**config.mk**
```make
export PLATFORM = sky130hd
export DESIGN_NAME = osc_tick_divider
export DESIGN_NICKNAME = d
export VERILOG_FILES = /design/src/rtl/osc_tick_divider.sv
export SDC_FILE = /design/constraint.sdc
export NUM_CORES = 1
export LEC_CHECK = 0
export CORE_ASPECT_RATIO = 0.9
export CORE_MARGIN = 8
export CORE_UTILIZATION = 35
export DETAILED_ROUTE_END_ITERATION = 6
export GPL_ROUTABILITY_DRIVEN = 0
export PLACE_DENSITY = 0.5
export SYNTH_ARGS = -nofsm -noshare
export SYNTH_HDL_FRONTEND = slang
export SYNTH_SLANG_ARGS = --single-unit
```
**constraint.sdc**
```tcl
create_clock -name clk -period 6.2 [get_ports clk]
set_input_delay 1.24 -clock clk [delete_from_list [all_inputs] [get_ports clk]]
set_output_delay 1.24 -clock clk [all_outputs]
set_load 0.05 [all_outputs]
```
**src/rtl/osc_tick_divider.sv**
```systemverilog
// Multi-channel programmable tick/PWM divider clocked by the on-chip oscillator.
// Period and duty are written into pending shadows and copied to the active pair together.
module osc_tick_divider #(
    parameter int NUM_CH         = 4,
    parameter int DIV_W          = 24,
    parameter int DEFAULT_PERIOD = 2625000,
    parameter int DEFAULT_DUTY   = 1312500,
    localparam int CH_W          = (NUM_CH > 1) ? $clog2(NUM_CH) : 1
) (
    input  logic              clk,
    input  logic              reset,
    input  logic              wr_en,
    input  logic [CH_W-1:0]   wr_ch,
    input  logic              wr_sel,
    input  logic [DIV_W-1:0]  wr_data,
    output logic              wr_ack,
    output logic              wr_err,
    input  logic [NUM_CH-1:0] ch_en,
    output logic [NUM_CH-1:0] tick_out,
    output logic [NUM_CH-1:0] wave_out
);

    logic [DIV_W-1:0] pend_p     [NUM_CH];
    logic [DIV_W-1:0] pend_d     [NUM_CH];
    logic [DIV_W-1:0] act_p      [NUM_CH];
    logic [DIV_W-1:0] act_d      [NUM_CH];
    logic [DIV_W-1:0] cnt        [NUM_CH];
    logic [DIV_W-1:0] pend_p_nxt [NUM_CH];
    logic [DIV_W-1:0] pend_d_nxt [NUM_CH];
    logic [DIV_W-1:0] peff       [NUM_CH];
    logic [NUM_CH-1:0] wrap;
    logic              wr_valid;

    assign wr_valid = wr_en && (int'(wr_ch) < NUM_CH);

    // Pending "next" values fold in a write on the same edge, so a load at
    // wrap (or while disabled) picks up that write too.
    always_comb begin
        wrap = '0;
        for (int i = 0; i < NUM_CH; i++) begin
            pend_p_nxt[i] = pend_p[i];
            pend_d_nxt[i] = pend_d[i];
            if (wr_valid && (int'(wr_ch) == i)) begin
                if (wr_sel) pend_d_nxt[i] = wr_data;
                else        pend_p_nxt[i] = wr_data;
            end
            peff[i] = (act_p[i] == '0) ? DIV_W'(1) : act_p[i];
            wrap[i] = ch_en[i] && (cnt[i] == peff[i] - DIV_W'(1));
        end
    end

    always_ff @(posedge clk) begin
        if (reset) begin
            for (int i = 0; i < NUM_CH; i++) begin
                pend_p[i]   <= DIV_W'(DEFAULT_PERIOD);
                pend_d[i]   <= DIV_W'(DEFAULT_DUTY);
                act_p[i]    <= DIV_W'(DEFAULT_PERIOD);
                act_d[i]    <= DIV_W'(DEFAULT_DUTY);
                cnt[i]      <= '0;
                tick_out[i] <= 1'b0;
                wave_out[i] <= 1'b0;
            end
        end else begin
            for (int i = 0; i < NUM_CH; i++) begin
                pend_p[i] <= pend_p_nxt[i];
                pend_d[i] <= pend_d_nxt[i];
                if (!ch_en[i] || wrap[i]) begin
                    act_p[i] <= pend_p_nxt[i];
                    act_d[i] <= pend_d_nxt[i];
                end
                if (!ch_en[i]) begin
                    cnt[i]      <= '0;
                    tick_out[i] <= 1'b0;
                    wave_out[i] <= 1'b0;
                end else begin
                    cnt[i]      <= wrap[i] ? '0 : cnt[i] + DIV_W'(1);
                    tick_out[i] <= wrap[i];
                    wave_out[i] <= (cnt[i] < act_d[i]);
                end
            end
        end
    end

    always_ff @(posedge clk) begin
        if (reset) begin
            wr_ack <= 1'b0;
            wr_err <= 1'b0;
        end else begin
            wr_ack <= wr_valid;
            wr_err <= wr_en && !wr_valid;
        end
    end

endmodule

```
==> flow_summary.yaml, run 1 <==
run_status:
  status: "complete, but fails checks"
  violations: "DRC"
detailed_routing:
  firstDrtPassIters: 7
  antenna_left: 0
  routed_via_density: 5.09
  drc: 2
  wirelength_mm: 68.5
  vias: 18871
  drt_iter0_markers: 1232
  wire_per_inst_um: 18.5
clock_tree:
  cts_tree: "yes"
  path_clk_slew_ps: 60
  cts.path.max_buffers: 3
  clock_latency_ps: 610
  post_cts_buffers: 0
  hold_buffers: 0
  clkSinkCount: 489
  numCtsBuffers: 54
  htreeDepth: 2
  clockRootBuffer: "clkbuf_16"
  post_cts_resized: 0
grt:
  grt_max_degree: 74
  grt_pass1_wl_mm: 108
  first_global_vias: 18569
  antenna_found_initial: 1
  track_usage_pct: 16.7
  grt-ovfl-total: 0
job:
  max_cap_violations: 0
sta:
  slew_headroom_pct: 21.0
  finalMaxSlewViolations: 0
  setup_ws_ps: 1350
  finalSetupViolations: 0
  fin_setup_tns_ps: 0
  tightestPinTransition_ps: 1180
  max_freq_ghz: 0.206
  layout_min_cycle_time_ps: 4850
  fin_skew_ps: 27.8
  fin_crit_sh_pct: 78.3
  rsz0062_at_grt: "false"
  finalHoldViolCount: 0
synthesis:
  yosysWarnings: 0
  synth-seq-cells: 489
  syn_area_per_cell_um2: 9.54
  synthFlopType: "edfxtp_1"
  synth_area_mm2: 0.0251
  synthArstFlopShare_pct: 0
  synth_seq_area_share_pct: 50.6
  synth_cell_types: 83
  synth_edf_count: 288
  netlist_instances: 2627
die:
  row_count: 93
  io_pins: 44
  die_area_mm2: 0.0804
  die_y_um: 270
  dieWidth_um: 298
  initial_utilization_pct: 35.2
  core_area_mm2: 0.0712
pwr:
  power_density_mw_per_mm2: 264
  power_mw: 7.51
  p_leak_nw: 10.7
  vdd_ir_drop_max_mv: 0.201
worst_setup_path:
  startpoint_type: "register"
  criticalPathCategory: "reg2reg"
  cp-end-kind: "register"
  worstPathRequired_ps: 6460
  arrival_ps: 5120
  worstPathMaxFanout: 25
finish:
  layout.cells.non_filler: 3709
  area_growth_pct: 13.8
  fin_nets: 2848
  final_common_cell: "nand2_1"
  diodes: 0
  drive_gt1_share_pct: 5.29
  final_cell_mix: "459 x nand2_1, 288 x edfxtp_1, 201 x dfxtp_1"
placed_design:
  dp.cells: 3607
  place.port_buffers: 42
  place_ws_ps: 1340
  hpwl_mm: 46.6
worst_hold_path:
  hold_path.class: "reg2reg"
-- sequential cells by signal, summed over array words and instances, names as in the netlist --
signal,flops
act_d,96
act_p,96
cnt,96
pend_d,96
pend_p,96
tick_out,4
wave_out,4
wr_ack,1
-- area by class of cell --
| class | count | area [µm²] |
|---|---|---|
| flip-flops and latches | 489 | 12700 |
| clock inverters | 26 | 244 |
| repair buffers | 67 | 638 |
| multi-input cells | 1988 | 11800 |
| well taps | 950 | 1190 |
| fillers | 7105 | 42700 |
| inverters | 114 | 428 |
| clock buffers | 75 | 1510 |
-- path summary, 6_finish.rpt --
check,cells past startpoint,slack [ps],endpoint,from
setup / recovery,14,1350,act_d[1][14],act_p[1][9]
hold / removal,2,450,pend_d[2][13],pend_d[2][13]
setup reg to reg,14,1350,act_d[1][14],act_p[1][9]
hold reg to reg,2,450,pend_d[2][13],pend_d[2][13]
-- kinds of logic (layout without fill, tap and decap cells) --
kind of cell	count (synthesis)	count (layout)	share of synthesized area, %
AND/OR/NAND/NOR	1269	1269	25.2
flip-flops	489	489	50.6
AO/OA/AOI/OAI	311	311	7.76
buffers and inverters	245	282	3.96
XOR/XNOR	190	190	6.64
adder cells (fa/ha/maj)	100	100	4.99
multiplexers	21	21	0.849
other	2	97	0.0300
-- worst max-delay path, stage by stage (launching register included) --
cell and delay [ps]:
edfxtp_1 460, or4_4 580, or4b_2 720, nor2_1 220, a31oi_1 150, ha_1 280, nand3b_1 170, xor2_1 160
mux2i_1 90, o31ai_1 300, nand4b_1 180, nor3_2 170, buf_4 300, or2_2 360, buf_4 370
-- metal layers --
layer  wire length, µm  track usage, %
met4              1840            5.04
met3              2880            2.25
met5                 0               0
met2             30400            26.3
met1             33400            23.8
-- stage by stage --
stage / hold slack (ps) / area, µm² / utilization [%]
after floorplan: 430 / 25400 / -
after global placement: 439 / 26700 / 37.5
after detailed placement: 447 / 26700 / 37.5
after CTS: 457 / 28500 / 40.0
after global routing: 471 / 28500 / 40.0
final: 454 / 28500 / 40.0
-- Yosys cell counts, types with 8 or more instances --
master | count | area share, %
nand2_1 | 459 | 6.9
edfxtp_1 | 288 | 35
dfxtp_1 | 201 | 16
a21oi_1 | 159 | 3.2
nor2_1 | 158 | 2.4
nand3_1 | 141 | 2.8
inv_1 | 114 | 1.7
and2_1 | 100 | 2.5
ha_1 | 100 | 5.0
xnor2_1 | 98 | 3.4
xor2_1 | 92 | 3.2
clkbuf_1 | 88 | 1.3
nor3_1 | 73 | 1.5
nand2b_1 | 64 | 1.6
nor2b_1 | 56 | 1.4
nand4_1 | 46 | 1.1
o21ai_0 | 30 | 0.60
nor4_1 | 28 | 0.70
and3_1 | 25 | 0.62
a21o_1 | 24 | 0.72
clkbuf_2 | 24 | 0.48
mux2i_1 | 19 | 0.76
or2_1 | 18 | 0.45
or3_1 | 16 | 0.40
or4_1 | 16 | 0.48
buf_2 | 12 | 0.24
o211ai_1 | 11 | 0.33
nand3b_1 | 10 | 0.30
nor3b_1 | 9 | 0.27
a211oi_1 | 8 | 0.24
a31oi_1 | 8 | 0.20
nor4b_1 | 8 | 0.28
o41ai_1 | 8 | 0.28
or2_2 | 8 | 0.20
-- power breakdown --
group	switching (mW)	total, mW	leakage [nW]	internal [mW]
Clock	1.36	3.23	0.869	1.87
Sequential	0.124	3.68	4.50	3.56
Combinational	0.378	0.599	5.29	0.221
Total	1.86	7.51	10.7	5.65
Power figures use the tool's default switching activity.
==> inputs of run 2 (changes only) <==
- clock period: 6.2 -> 4.5 ns (I/O delays scaled with it)
==> run 2 against run 1 <==
Net effect:
- the flow now finishes without violations
- non-clock buffer count grew 25
- clock power grew 47%
- count of clock-buffer cells in the layout grew 13
- global-route usage shrank 0.11 points
- critical path depth shrank 1
- critical path type unchanged
- worst hold slack is essentially flat
- cell area grew 1.9%
- sequential share of layout area shrank 0.81 points
- core utilization grew 0.75 points
==> flow_summary.yaml, run 2 (synthesis gave the netlist of run 1 again) <==
run_status:
  status: "finished clean"
worst_setup_path:
  arrival_ps: 4680
  worstPathRequired_ps: 4870
  worstPathMaxFanout: 48
  criticalPathCategory: "reg2reg"
  cp-end-kind: "register"
  startpoint_type: "register"
placed_design:
  dp.cells: 3632
  hpwl_mm: 47.3
  place.port_buffers: 42
grt:
  track_usage_pct: 16.6
  antenna_found_initial: 0
  grt_max_degree: 75
  grt_pass1_wl_mm: 108
  grt-ovfl-total: 0
  first_global_vias: 18586
clock_tree:
  clkSinkCount: 489
  clockRootBuffer: "clkbuf_16"
  clock_latency_ps: 620
  htreeDepth: 2
  numCtsBuffers: 56
  cts_tree: "yes"
  path_clk_slew_ps: 60
  hold_buffers: 0
  cts.path.max_buffers: 3
  post_cts_buffers: 0
sta:
  fin_skew_ps: 15.9
  slew_headroom_pct: 30.9
  layout_min_cycle_time_ps: 4310
  timing.hold.ws_ps: 454
  fin_setup_tns_ps: 0
  finalHoldViolCount: 0
  max_freq_ghz: 0.232
  finalSetupViolations: 0
  finalMaxSlewViolations: 0
  fin_crit_sh_pct: 95.8
  tightestPinTransition_ps: 1030
die:
  initial_utilization_pct: 35.2
  row_count: 93
  core_area_mm2: 0.0712
  die_y_um: 270
  io_pins: 44
  dieWidth_um: 298
  die_area_mm2: 0.0804
finish:
  drive_gt1_share_pct: 6.42
  area_growth_pct: 15.9
  final_cell_mix: "459 x nand2_1, 288 x edfxtp_1, 201 x dfxtp_1"
  final_common_cell: "nand2_1"
  layout.cells.non_filler: 3739
  fin_nets: 2875
  fill_cells: 7066
worst_hold_path:
  hold_path.class: "reg2reg"
detailed_routing:
  firstDrtPassIters: 5
  drt_iter0_markers: 1235
  wire_per_inst_um: 18.3
  drc: 0
  routed_via_density: 5.08
  antenna_left: 0
  wirelength_mm: 68.4
  vias: 18978
pwr:
  power_density_mw_per_mm2: 367
  vdd_ir_drop_max_mv: 0.288
  p_leak_nw: 10.9
job:
  max_cap_violations: 0
## run 2: changes by cell type in the layout (fill, tap and decap cells not counted), moves of 3 or more
cell and delta:
buf_4 +17, clkbuf_16 +9, buf_12 +8, clkinv_2 -8
clkbuf_8 +7, bufinv_16 -3
## run 2: path summary, 6_finish.rpt
check / from / endpoint / slack [ps] / depth (start not counted)
worst max register to register: act_p[3][11] / act_d[3][10] / 190 / 13
worst max-delay path: act_p[3][11] / act_d[3][10] / 190 / 13
worst min register to register: pend_d[2][13] / pend_d[2][13] / 450 / 2
worst min-delay path: pend_d[2][13] / pend_d[2][13] / 450 / 2
## run 2: routing by layer
layer,share of wire (%),up-vias,routed length (µm),track usage (%)
li1,-,9252,-,-
met1,48,9245,32700,23.2
met2,45,389,31000,26.7
met3,4.5,92,3050,2.23
met4,2.4,0,1640,4.68
met5,0,-,0,0
## run 2: layout make-up
| type | count | area, µm² | area share, % |
|---|---|---|---|
| repair buffers | 92 | 936 | 3.22 |
| diodes | 2 | 5.00 | 0.0172 |
| clock buffers | 88 | 1800 | 6.20 |
| clock inverters | 16 | 144 | 0.496 |
| multi-input cells | 1988 | 11900 | 40.8 |
| inverters | 114 | 428 | 1.47 |
| well taps | 950 | 1190 | 4.10 |
| flip-flops and latches | 489 | 12700 | 43.7 |
## run 2: report_power, final
part / switching, mW / internal [mW] / leakage (nW) / total (mW)
clock network: 1.93 / 2.81 / 0.959 / 4.74
logic: 0.522 / 0.323 / 5.47 / 0.846
registers: 0.170 / 4.90 / 4.50 / 5.07
## run 2: metrics by stage
step	cell area (µm²)	utilization, %	total power, mW	worst slack [ps]
floorplan	25400	-	5.68	42.2
global placement	27000	37.9	5.99	170
detailed placement	27000	37.9	6.01	95.0
CTS	28900	40.7	10.8	90.3
global route	29000	40.8	11.1	-5.41
finish	29000	40.8	10.7	190
## run 2: what timing repair did
action,in CTS,in global routing
endpoints found under the setup margin,0,147
resized for setup,0,8
hold endpoints to repair,0,0
## run 2: worst max-delay path, stage by stage (launching register included)
cell and delay (ps):
edfxtp_1 390, or4_4 600, nor4_4 360, a21oi_1 160, ha_1 250, nor3b_2 210
a21boi_0 310, o21a_1 180, o21bai_1 60, a2111o_1 440, a2111o_1 430, o21a_1 230
buf_12 180, or2_1 240
